`src/rtl/exec_sequencer.sv`:
```
// Multi-cycle LEGv8 control sequencer: walks FETCH/DECODE/EXEC/MEM/WB, drives
// datapath controls, handshakes with both memories, counts retirements, traps on faults.
module exec_sequencer #(
   parameter int MEM_TIMEOUT = 16,
   parameter int CNT_W       = 32
) (
   input  logic             clk,
   input  logic             rst_n,
   input  logic             run,
   input  logic [10:0]      opcode,
   input  logic             zero,
   input  logic             imem_ack,
   input  logic             dmem_ack,
   output logic             imem_req,
   output logic             ir_write,
   output logic             dmem_req,
   output logic [1:0]       ALUSrc,
   output logic [1:0]       ALUOp,
   output logic             B,
   output logic             BZ,
   output logic             BNZ,
   output logic             MemRead,
   output logic             MemWrite,
   output logic             MemtoReg,
   output logic             RegWrite,
   output logic             pc_write,
   output logic             PCSrc,
   output logic             busy,
   output logic             trap,
   output logic [1:0]       trap_code,
   output logic [CNT_W-1:0] retired
);

   localparam int TW = $clog2(MEM_TIMEOUT + 1);

   typedef enum logic [2:0] {
      S_IDLE, S_FETCH, S_DECODE, S_EXEC, S_MEM, S_WB, S_TRAP
   } state_t;

   typedef enum logic [2:0] {
      C_ILL, C_R, C_I, C_LD, C_ST, C_CBZ, C_CBNZ, C_B
   } cls_t;

   state_t          state, state_nxt;
   cls_t            cls_q, dec_cls, cls_eff;
   logic [TW-1:0]   tcnt, tcnt_nxt;
   logic [1:0]      code_nxt;
   logic            expired;
   state_t          boundary;

   function automatic cls_t classify(input logic [10:0] op);
      cls_t c;
      c = C_ILL;
      if (op == 11'b10001011000 || op == 11'b11001011000 ||
          op == 11'b10001010000 || op == 11'b10101010000)
         c = C_R;
      else if (op[10:1] == 10'b1001000100 || op[10:1] == 10'b1101000100)
         c = C_I;
      else if (op == 11'b11111000010)
         c = C_LD;
      else if (op == 11'b11111000000)
         c = C_ST;
      else if (op[10:3] == 8'b10110100)
         c = C_CBZ;
      else if (op[10:3] == 8'b10110101)
         c = C_CBNZ;
      else if (op[10:5] == 6'b000101)
         c = C_B;
      return c;
   endfunction

   assign dec_cls  = classify(opcode);
   assign expired  = (tcnt == TW'(MEM_TIMEOUT - 1));
   assign boundary = run ? S_FETCH : S_IDLE;

   // The opcode is decoded live during DECODE and held in cls_q afterwards
   assign cls_eff  = (state == S_DECODE) ? dec_cls : cls_q;

   always_comb begin
      state_nxt = state;
      code_nxt  = trap_code;
      imem_req  = 1'b0;
      ir_write  = 1'b0;
      dmem_req  = 1'b0;
      ALUSrc    = 2'b00;
      ALUOp     = 2'b00;
      B         = 1'b0;
      BZ        = 1'b0;
      BNZ       = 1'b0;
      MemRead   = 1'b0;
      MemWrite  = 1'b0;
      MemtoReg  = 1'b0;
      RegWrite  = 1'b0;
      pc_write  = 1'b0;
      PCSrc     = 1'b0;
      busy      = (state != S_IDLE) && (state != S_TRAP);
      trap      = (state == S_TRAP);

      if (state == S_DECODE || state == S_EXEC || state == S_MEM || state == S_WB) begin
         case (cls_eff)
            C_R:            begin ALUSrc = 2'b00; ALUOp = 2'b10; end
            C_I:            begin ALUSrc = 2'b10; ALUOp = 2'b10; end
            C_LD, C_ST:     begin ALUSrc = 2'b01; ALUOp = 2'b00; end
            C_CBZ, C_CBNZ:  begin ALUSrc = 2'b00; ALUOp = 2'b01; end
            default:        begin ALUSrc = 2'b00; ALUOp = 2'b00; end
         endcase
      end

      if (state == S_DECODE || state == S_EXEC) begin
         B   = (cls_eff == C_B);
         BZ  = (cls_eff == C_CBZ);
         BNZ = (cls_eff == C_CBNZ);
      end

      case (state)
         S_IDLE: begin
            if (run) state_nxt = S_FETCH;
         end
         S_FETCH: begin
            imem_req = 1'b1;
            // An ack in the expiry cycle still counts as a successful fetch
            if (imem_ack) begin
               ir_write  = 1'b1;
               state_nxt = S_DECODE;
            end else if (expired) begin
               state_nxt = S_TRAP;
               code_nxt  = 2'b10;
            end
         end
         S_DECODE: begin
            if (dec_cls == C_ILL) begin
               state_nxt = S_TRAP;
               code_nxt  = 2'b01;
            end else begin
               state_nxt = S_EXEC;
            end
         end
         S_EXEC: begin
            case (cls_q)
               C_B, C_CBZ, C_CBNZ: begin
                  pc_write  = 1'b1;
                  PCSrc     = B | (BZ & zero) | (BNZ & ~zero);
                  state_nxt = boundary;
               end
               C_LD, C_ST: state_nxt = S_MEM;
               C_R, C_I:   state_nxt = S_WB;
               default: begin
                  state_nxt = S_TRAP;
                  code_nxt  = 2'b01;
               end
            endcase
         end
         S_MEM: begin
            dmem_req = 1'b1;
            MemRead  = (cls_q == C_LD);
            MemWrite = (cls_q == C_ST);
            if (dmem_ack) begin
               if (cls_q == C_ST) begin
                  pc_write  = 1'b1;
                  state_nxt = boundary;
               end else begin
                  state_nxt = S_WB;
               end
            end else if (expired) begin
               state_nxt = S_TRAP;
               code_nxt  = 2'b11;
            end
         end
         S_WB: begin
            RegWrite  = 1'b1;
            MemtoReg  = (cls_q == C_LD);
            pc_write  = 1'b1;
            state_nxt = boundary;
         end
         default: begin
            state_nxt = S_TRAP;
         end
      endcase
   end

   // Wait counter restarts on every state change and only runs while waiting on memory
   always_comb begin
      tcnt_nxt = '0;
      if (state_nxt == state && (state == S_FETCH || state == S_MEM))
         tcnt_nxt = tcnt + 1'b1;
   end

   always_ff @(posedge clk or negedge rst_n) begin
      if (!rst_n) begin
         state     <= S_IDLE;
         cls_q     <= C_ILL;
         tcnt      <= '0;
         trap_code <= 2'b00;
         retired   <= '0;
      end else begin
         state     <= state_nxt;
         tcnt      <= tcnt_nxt;
         trap_code <= code_nxt;
         if (state == S_DECODE)
            cls_q <= dec_cls;
         if (pc_write)
            retired <= retired + CNT_W'(1);
      end
   end

endmodule

```
`config.mk`:
```
export PLATFORM = sky130hd
export DESIGN_NAME = exec_sequencer
export DESIGN_NICKNAME = d
export VERILOG_FILES = /design/src/rtl/exec_sequencer.sv
export SDC_FILE = /design/constraint.sdc
export NUM_CORES = 1
export LEC_CHECK = 0
export BUFFER_PORTS_ARGS = -buffer_cell sky130_fd_sc_hd__buf_2
export CORE_MARGIN = 2
export CORE_UTILIZATION = 39
export CTS_CLUSTER_DIAMETER = 200
export CTS_CLUSTER_SIZE = 10
export DETAILED_ROUTE_END_ITERATION = 10
export HOLD_SLACK_MARGIN = 0.12
export PLACE_DENSITY = 0.69
export SYNTH_ARGS = -nofsm -noshare
export SYNTH_HDL_FRONTEND = slang
export SYNTH_SLANG_ARGS = --single-unit
```
`constraint.sdc`:
```
create_clock -name clk -period 2.8 [get_ports clk]
set_input_delay 0.42 -clock clk [delete_from_list [all_inputs] [get_ports clk]]
set_output_delay 0.42 -clock clk [all_outputs]
set_load 0.02 [all_outputs]
```
==> flow_metrics.py, run 1 <==
metrics = {
    "logic_synthesis": {
        "synth_area_leaders": "dfrtp_1 (43%), xnor2_1 (7.3%), xor2_1 (4.0%), nor2_1 (3.6%), nand2_1 (3.1%)",
        "synth_area_um2": 2640,
        "ys_ff_latch": 45,
        "syn_avg_cell_area_um2": 9.925,
        "ys_types": 65,
        "synth_edf_count": 0,
        "yosysWarningCount": 0,
        "syn-num-nets": 286,
        "ys.flop_type": "dfrtp_1",
        "async_reset_ff_share_pct": 100.0,
        "synth_top_area_cell": "dfrtp_1",
        "synthCells": 266,
        "ys_seq_area_share_pct": 42.65,
        "synth_top_area_share_pct": 42.65,
    },
    "global_routing": {
        "grt_start_max_net_pins": 46,
        "grt_pass1_wl_mm": 10.42,
        "grt_pass1_vias": 2219,
        "grt_use_total_pct": 17.34,
        "gr-total-overflow": 0,
        "antenna_found_initial": 0,
    },
    "critical_path": {
        "path_class": "in -> out",
        "cp.required_ns": 2.38,
        "path_cells": "buf_2 -> or3b_1 -> nor4b_1 -> nand2b_1 -> o22ai_1 -> or3_1 -> a21oi_1 -> buf_4",
        "end_kind": "output pin",
        "crit_path_max_incr_delay_ns": 0.41,
        "crit_path_start_kind": "input pin",
        "cp_slowest_cell": "or3b_1",
        "path_max_fanout": 4,
        "crit_arrival_ns": 2.32,
    },
    "power_and_ir_drop": {
        "power.share.sequential_pct": 32.8,
        "switchingPower_mw": 1.093,
        "vdd_drop_max_v": 0.0005890,
        "power_frac_comb_pct": 47.1,
        "swShare_pct": 42.26,
        "p_int_mw": 1.493,
        "total_power_mw": 2.585,
        "p_clk_share_pct": 20.1,
        "p_leak_nw": 1.632,
        "p_per_area_nw_per_um2": 799.0,
    },
    "timing": {
        "finalMaxSlewViolations": 0,
        "setup_viol": 0,
        "slew_headroom_pct": 32.85,
        "fin_hold_ws_ns": 0.2839,
        "timing_hold_violations_final": 0,
        "layout_min_cycle_time_ns": 2.739,
        "timing.fmax_mhz": 365.1,
        "skew_ns": 0.01293,
        "rsz0062_at_grt": "yes",
        "tightestPinTransition_ns": 1.007,
        "period_share_pct": 97.81,
    },
    "route": {
        "via_count": 2246,
        "post-route-drc-count": 0,
        "dr.pass1.iters": 4,
        "drt-initial-drc-count": 109,
        "drt-total-wl_mm": 6.194,
        "drtAntennaViolNets": 0,
        "vias_per_cell": 5.348,
        "wl_per_cell_um": 14.75,
    },
    "placed_design": {
        "port_buffers": 68,
        "dp_hpwl_mm": 4.534,
        "dp.cells": 411,
        "place_congestion": 0.9350,
    },
    "finish": {
        "fin_cells": 420,
        "n_antenna_cell": 0,
        "area_delta_synth_final_pct": 22.56,
        "final_cell_mix": "buf_2 (66), dfrtp_1 (45), nor2_1 (25)",
        "drive_gt1_share_pct": 31.20,
        "final_common_cell": "buf_2",
        "nets": 362,
        "fillCellCount": 626,
    },
    "cts": {
        "cts_buffers": 5,
        "cts.htree.levels": 2,
        "clk_latency_ns": 0.30,
        "clkTransAtPathRegs_ns": 0.09,
        "cts_root_buf": "clkbuf_8",
        "cts_tree": "built",
        "cts_buffer_depth": 2,
        "cts_sinks": 45,
    },
    "die": {
        "num_io_pins": 69,
        "rows": 29,
        "initial_core_util_pct": 40.88,
        "die_height_um": 86.28,
        "core_um2": 6459,
        "die_w_um": 86.28,
        "dieArea_um2": 7443,
    },
    "outcome": {
        "status": "complete, no violations",
    },
    "hold_path": {
        "hold_path.class": "in -> async",
    },
    "job": {
        "max-cap-violations": 0,
    },
}
## critical path: cells and delay by family
kind / cells / cell delay, ns
buf+inv: 2 / 0.26
compound gates: 2 / 0.30
simple gates: 4 / 1.33
## area by class of cell
cell class                 instances  area, um^2  area share, %
inverter                          15       61.31          1.895
clock inverter                     2       37.54          1.160
sequential                        45        1126          34.80
clock buffer                       6       82.58          2.552
timing repair buffer              76       405.4          12.53
tap                               77       96.34          2.978
multi-input combinational        199        1426          44.08
## logic make-up (layout without fill, tap and decap cells)
logic type	Yosys count	count (layout)	share of synthesized area [%]
AO/OA/AOI/OAI	36	36	10.33
XOR/XNOR	34	34	11.28
adder cells (fa/ha/maj)	3	3	1.422
buffers and inverters	22	99	4.028
flip-flops	45	45	42.65
multiplexers	1	1	0.3792
AND/OR/NAND/NOR	125	125	29.91
## cell usage after synthesis, drive strengths merged (2+ instances only)
library cell   n
or4            2
and3           7
buf            5
and4           2
and2           2
o21a           2
nor4b          3
nand2         22
xor2          12
ha             3
o21ai          8
nand2b         4
or2            2
inv           14
nand4         12
a21o           2
nor3           8
or3            5
nor4           2
a31oi          4
dfrtp         45
nand3b         3
xnor2         22
o221ai         2
a21oi          7
nor2          25
nor2b          4
clkbuf         2
nand3         10
nor3b          5
## registers in the layout, indices dropped and copies added (netlist names)
register	count
retired	32
cls_q	3
state	3
tcnt	5
trap_code	2
## path summary, 6_finish.rpt
check,startpoint,to,slack [ns],depth (start not counted)
setup / recovery,opcode[6],ALUSrc[0],0.06,8
hold / removal,rst_n,state[1]$_DFF_PN0_,0.28,1
setup reg to reg,state[1]$_DFF_PN0_,retired[12]$_DFFE_PN0P_,0.42,10
hold reg to reg,tcnt[0]$_DFF_PN0_,tcnt[0]$_DFF_PN0_,0.47,1
max in group asynchronous,rst_n,retired[0]$_DFFE_PN0P_,1.89,1
min in group clk,tcnt[0]$_DFF_PN0_,tcnt[0]$_DFF_PN0_,0.47,1
## per-stage QoR
| stage | cell area [um^2] | TNS, ns | setup WS [ns] | utilization [%] |
|---|---|---|---|---|
| finish | 3236 | 0 | 0.06125 | 50.10 |
| CTS | 3211 | 0 | 0.06158 | 49.71 |
| global route | 3236 | -0.03314 | -0.03306 | 50.10 |
| detailed placement | 3090 | 0 | 0.08516 | 47.85 |
| global placement | 3090 | 0 | 0.1246 | 47.85 |
| floorplan | 2646 | 0 | 0.1094 | - |
## repair_timing
item | in CTS | in global routing
hold buffers | 0 | 0
endpoints found under the hold margin | 0 | 0
setup endpoints to repair | 0 | 6
buffers inserted | 0 | 1
resized for setup | 0 | 6
## power by group through the flow
stage | sequential [mW] | combinational [mW] | clock, mW
6_report | 0.849 | 1.22 | 0.520
5_1_grt | 0.864 | 1.33 | 0.556
4_1_cts | 0.848 | 1.18 | 0.531
3_5_place_dp | 0.860 | 1.17 | 0
3_3_place_gp | 0.858 | 1.16 | 0
2_1_floorplan | 0.876 | 0.822 | 0
## layer usage
metal	part of all wire (%)	vias up	track usage (%)
met4	1.4	0	5.256
met2	47	65	28.68
met3	4.6	7	3.619
met1	47	1075	22.97
li1	-	1099	-
met5	0	-	0
No activity file was read; power rests on OpenSTA's default activity.
==> run 2: changes to the inputs <==
ABC_AREA = 1   (was default)
PLACE_DENSITY = 0.68   (was 0.69)
==> run 2 against run 1 <==
  * Via count grew 31%
  * Clock skew is 0.0082 ns lower
  * Count of clock-buffer cells in the layout rose by 1
  * Routed wire length up 20%
  * Die area rose by 11%
  * Setup slack better by 0.28 ns
  * Design area increased by 8.9%
==> flow_metrics.py, run 2 <==
metrics = {
    "finish": {
        "fin_util_pct": 48.32,
        "drive_gt1_share_pct": 18.00,
        "top_register": "retired",
        "area_delta_synth_final_pct": 19.22,
        "n_antenna_cell": 0,
        "largest_reg_flops": 32,
        "final_cell_mix": "nand2_1 (125), nor2_1 (69), buf_2 (68)",
        "final_common_cell": "nand2_1",
        "nets": 519,
        "fin_cells": 599,
        "largest_registers": "retired x32, tcnt x5",
    },
    "timing": {
        "tightestPinTransition_ns": 0.9846,
        "finalMaxSlewViolations": 0,
        "finalSetupTns_ns": 0,
        "timing_hold_violations_final": 0,
        "timing.fmax_mhz": 407.5,
        "slew_headroom_pct": 34.36,
        "rsz0062_at_grt": "no",
        "skew_ns": 0.004745,
        "layout_min_cycle_time_ns": 2.454,
        "setup_viol": 0,
        "period_share_pct": 87.65,
    },
    "cts": {
        "cts_root_buf": "clkbuf_8",
        "cts_sinks": 45,
        "cts_tree": "built",
        "cts_buffers": 5,
        "cts_setup_buffers": 0,
        "cts_buffer_depth": 2,
        "cts.htree.levels": 2,
        "clkTransAtPathRegs_ns": 0.08,
        "cts_hold_buf": 0,
        "clk_latency_ns": 0.30,
    },
    "die": {
        "core_um2": 7292,
        "dieArea_um2": 8290,
        "die_height_um": 91.05,
        "num_io_pins": 69,
        "rows": 31,
        "die_w_um": 91.05,
        "initial_core_util_pct": 40.53,
    },
    "route": {
        "drtAntennaViolNets": 0,
        "drt-initial-drc-count": 167,
        "dr.pass1.iters": 5,
        "drt-total-wl_mm": 7.442,
        "vias_per_cell": 4.908,
        "via_count": 2940,
        "wl_per_cell_um": 12.42,
        "post-route-drc-count": 0,
    },
    "placed_design": {
        "dp.cells": 591,
        "dp_hpwl_mm": 5.862,
        "place_congestion": 0.9541,
        "port_buffers": 68,
    },
    "power_and_ir_drop": {
        "p_per_area_nw_per_um2": 342.6,
        "p_leak_nw": 1.897,
        "vdd_drop_max_v": 0.0001912,
    },
    "critical_path": {
        "path_max_fanout": 6,
        "path_class": "reg -> out",
        "end_kind": "output pin",
        "crit_arrival_ns": 2.03,
        "crit_path_start_kind": "register",
        "cp.required_ns": 2.38,
    },
    "global_routing": {
        "grt_use_total_pct": 18.69,
        "antenna_found_initial": 0,
        "grt_start_max_net_pins": 46,
        "gr-total-overflow": 0,
        "grt_pass1_vias": 2756,
        "grt_pass1_wl_mm": 12.61,
    },
    "logic_synthesis": {
        "syn-num-nets": 448,
        "async_reset_ff_share_pct": 100.0,
        "synth_top_area_cell": "dfrtp_1",
        "ys_types": 29,
        "ys.flop_type": "dfrtp_1",
        "ys_seq_area_share_pct": 38.10,
        "syn_avg_cell_area_um2": 6.905,
        "synth_edf_count": 0,
        "yosysWarningCount": 0,
        "ys_ff_latch": 45,
        "synth_top_area_share_pct": 38.10,
        "synth_area_um2": 2955,
        "synth_area_leaders": "dfrtp_1 (38%), nand2_1 (16%), nor2_1 (8.9%), xor2_1 (8.3%), inv_1 (6.6%)",
        "ys_top_cells_by_count": "nand2_1 (125), nor2_1 (70), inv_1 (52), dfrtp_1 (45), xor2_1 (28)",
        "yosysMostFrequentCell": "nand2_1",
        "synthCells": 428,
    },
    "outcome": {
        "status": "complete, no violations",
    },
    "hold_path": {
        "hold_path.class": "in -> async",
    },
    "job": {
        "max-cap-violations": 0,
    },
}
[run 2: cell count changes after synthesis, sizes merged, moves of 5 or more]
cell	delta
nor2	+48
xor2	+16
and3	-6
or3	-5
inv	+41
nand3	+7
nor3	+11
xnor2	-17
o21ai	+12
nor3b	-5
nand2	+106
[run 2: through the flow]
step	total power [mW]	area (um^2)	hold WS, ns	setup slack [ns]
finish	1.207	3523	0.2740	0.3458
global route	1.253	3523	0.3656	0.1431
CTS	1.219	3521	0.3289	0.2110
detailed placement	0.7096	3405	0.4933	0.5549
global placement	0.7082	3405	0.4512	0.5696
floorplan	0.6769	2955	0.1244	0.7459
[run 2: kinds of logic (layout without fill, tap and decap cells)]
logic type      Yosys count  count (layout)  synth area share (%)
fa+ha+maj                 3               3                 1.270
xor+xnor                 33              33                 9.780
flops                    45              45                 38.10
compound gates           28              28                 5.632
simple gates            259             259                 37.38
buf+inv                  60             132                 7.833
[run 2: worst paths after layout]
path	start	to	slack, ns	depth (start not counted)
setup / recovery	state[2]$_DFF_PN0_	ALUOp[1]	0.35	12
hold / removal	rst_n	tcnt[1]$_DFF_PN0_	0.27	1
setup reg to reg	tcnt[0]$_DFF_PN0_	tcnt[0]$_DFF_PN0_	0.84	10
hold reg to reg	tcnt[0]$_DFF_PN0_	tcnt[0]$_DFF_PN0_	0.49	1
max in group asynchronous	rst_n	retired[31]$_DFFE_PN0P_	1.92	1
min in group clk	tcnt[0]$_DFF_PN0_	tcnt[0]$_DFF_PN0_	0.49	1
[run 2: power by group]
group          switching [mW]  leakage, nW  internal (mW)
sequential                  0        0.556          0.649
clock                   0.221       0.0585          0.291
combinational          0.0322         1.28         0.0141
total                   0.253         1.90          0.954
[run 2: timing repair]
| item | CTS | global route |
|---|---|---|
| resized for setup | 0 | 1 |
| setup endpoints to repair | 0 | 3 |
| endpoints found under the hold margin | 0 | 0 |
[run 2: cell type report]
| type | count | area (um^2) |
|---|---|---|
| clock inverter | 1 | 30.03 |
| fill | 778 | 3769 |
| clock buffer | 7 | 86.33 |
| multi-input combinational | 323 | 1600 |
| timing repair buffer | 69 | 347.8 |
| inverter | 55 | 209.0 |
| sequential | 45 | 1126 |
| tap | 99 | 123.9 |
[run 2: layer usage]
metal	share of wire, %	vias up	wire, um	GRT usage (%)
met5	0	-	0	0
met4	1.3	0	95	5.682
met3	6.2	6	458	4.232
met2	42	86	3154	27.53
met1	50	1358	3733	27.27
li1	-	1490	-	-
[run 2: critical path, stage by stage (launching register included)]
cell and delay [ns]:
dfrtp_1 0.43, inv_1 0.14, nand2_2 0.11, nor2_2 0.25, inv_2 0.11, nand2_1 0.07
nand2_1 0.10, inv_1 0.11, nand2_1 0.07, nand2_1 0.06, inv_1 0.04, nor2_1 0.07
buf_2 0.17
==> run 3: changes to the inputs <==
BUFFER_PORTS_ARGS = -buffer_cell sky130_fd_sc_hd__buf_4   (was -buffer_cell sky130_fd_sc_hd__buf_2)
CORE_MARGIN = 4   (was 2)
PLACE_DENSITY = default   (was 0.68)
==> run 3 against run 2 <==
  * Setup slack worse by 0.091 ns
  * Clock skew is 0.0018 ns higher
  * Count of clock-buffer cells in the layout is 2 lower
==> flow_metrics.py, run 3 (same netlist as run 2, synthesis figures left out) <==
metrics = {
    "outcome": {
        "status": "complete, no violations",
    },
    "cts": {
        "clkTransAtPathRegs_ns": 0.09,
        "cts_resized": 0,
        "clk_latency_ns": 0.31,
        "cts_tree": "built",
        "cts_buffers": 5,
        "cts_buffer_depth": 2,
        "cts_setup_buffers": 0,
        "cts_hold_buf": 0,
        "cts.htree.levels": 2,
        "cts_sinks": 45,
        "cts_root_buf": "clkbuf_8",
    },
    "timing": {
        "slew_headroom_pct": 60.43,
        "timing.fmax_mhz": 392.9,
        "timing_hold_violations_final": 0,
        "rsz0062_at_grt": "no",
        "skew_ns": 0.006547,
        "layout_min_cycle_time_ns": 2.545,
        "finalMaxSlewViolations": 0,
        "fin_ws_ns": 0.2551,
        "finalSetupTns_ns": 0,
        "setup_viol": 0,
        "tightestPinTransition_ns": 0.5935,
        "period_share_pct": 90.89,
    },
    "placed_design": {
        "port_buffers": 68,
        "dp_hpwl_mm": 6.027,
        "dp_slack_ns": 0.6154,
        "place_congestion": 0.8734,
    },
    "route": {
        "via_count": 2934,
        "post-route-drc-count": 0,
        "drt-initial-drc-count": 236,
        "vias_per_cell": 4.898,
        "drt-total-wl_mm": 7.660,
        "dr.pass1.iters": 5,
        "drtAntennaViolNets": 0,
        "wl_per_cell_um": 12.79,
    },
    "die": {
        "core_um2": 7292,
        "dieArea_um2": 9035,
        "num_io_pins": 69,
        "die_height_um": 95.05,
        "rows": 31,
        "die_w_um": 95.05,
        "initial_core_util_pct": 40.53,
    },
    "global_routing": {
        "grt_use_total_pct": 17.71,
        "grt_start_max_net_pins": 46,
        "grt_pass1_vias": 2744,
        "grt_pass1_wl_mm": 12.74,
        "gr-total-overflow": 0,
        "antenna_found_initial": 0,
    },
    "hold_path": {
        "hold_path.class": "in -> async",
    },
    "finish": {
        "nets": 519,
        "fillCellCount": 778,
        "final_common_cell": "nand2_1",
        "largest_registers": "retired x32, tcnt x5",
        "area_delta_synth_final_pct": 25.61,
        "final_cell_mix": "nand2_1 (125), nor2_1 (70), buf_4 (69)",
        "largest_reg_flops": 32,
        "n_antenna_cell": 0,
        "top_register": "retired",
        "drive_gt1_share_pct": 18.00,
    },
    "critical_path": {
        "path_max_fanout": 6,
        "crit_arrival_ns": 2.12,
        "path_class": "reg -> out",
        "crit_path_start_kind": "register",
        "end_kind": "output pin",
        "cp.required_ns": 2.38,
        "rrSetupSlack_ns": 0.84,
    },
    "power_and_ir_drop": {
        "p_per_area_nw_per_um2": 351.4,
        "vdd_drop_max_v": 0.0001916,
        "p_leak_nw": 1.938,
    },
    "job": {
        "max-cap-violations": 0,
    },
}
## run 3: cell count changes in the layout (fill, tap and decap cells not counted)
cell	delta
clkbuf_8	-1
buf_2	-68
clkbuf_1	-1
nor2_2	-1
bufinv_16	+1
inv_6	+1
buf_4	+68
nor2_1	+1
## run 3: metrics by stage
stage               util (%)  instance area (um^2)  hold WS, ns  power, mW  cells
global route           50.91                  3712       0.1526      1.354    599
global placement       49.02                  3575       0.4517     0.7152    591
floorplan                  -                  2955       0.1244     0.6769    428
CTS                    50.91                  3712       0.1348      1.320    599
finish                 50.91                  3712      0.09912      1.305    599
detailed placement     49.02                  3575       0.4537     0.7164    591
## run 3: final timing paths
path	from	end	cells after the start
setup / recovery	state[2]$_DFF_PN0_	ALUOp[1]	12
hold / removal	rst_n	retired[31]$_DFFE_PN0P_	1
setup reg to reg	tcnt[0]$_DFF_PN0_	tcnt[3]$_DFF_PN0_	10
hold reg to reg	tcnt[0]$_DFF_PN0_	tcnt[0]$_DFF_PN0_	1
max in group asynchronous	rst_n	retired[23]$_DFFE_PN0P_	1
min in group clk	tcnt[0]$_DFF_PN0_	tcnt[0]$_DFF_PN0_	1
## run 3: layout make-up
| class | count | area (um^2) | share of cell area (%) |
|---|---|---|---|
| clock buffers | 5 | 68.82 | 1.854 |
| repair buffers | 69 | 518.0 | 13.95 |
| well taps | 99 | 123.9 | 3.337 |
| clock inverters | 3 | 68.82 | 1.854 |
| inverters | 55 | 209.0 | 5.629 |
| flip-flops and latches | 45 | 1126 | 30.33 |
| multi-input cells | 323 | 1598 | 43.04 |
## run 3: worst max-delay path: stages (launching register included)
cell and delay (ns):
dfrtp_1 0.44, inv_1 0.14, nand2_2 0.10, nor2_1 0.34, inv_2 0.12, nand2_1 0.08, nand2_1 0.10, inv_1 0.11
nand2_1 0.07, nand2_1 0.06, inv_1 0.05, nor2_1 0.08, buf_4 0.14
## run 3: routing by layer
layer / GRT usage, % / wire (um)
met5: 0 / 0
met4: 4.447 / 77
met3: 2.841 / 400
met2: 26.66 / 3257
met1: 26.44 / 3924
## run 3: power by group
group | internal [mW] | switching, mW
sequential | 0.649 | 0
combinational | 0.0205 | 0.0324
clock | 0.359 | 0.243
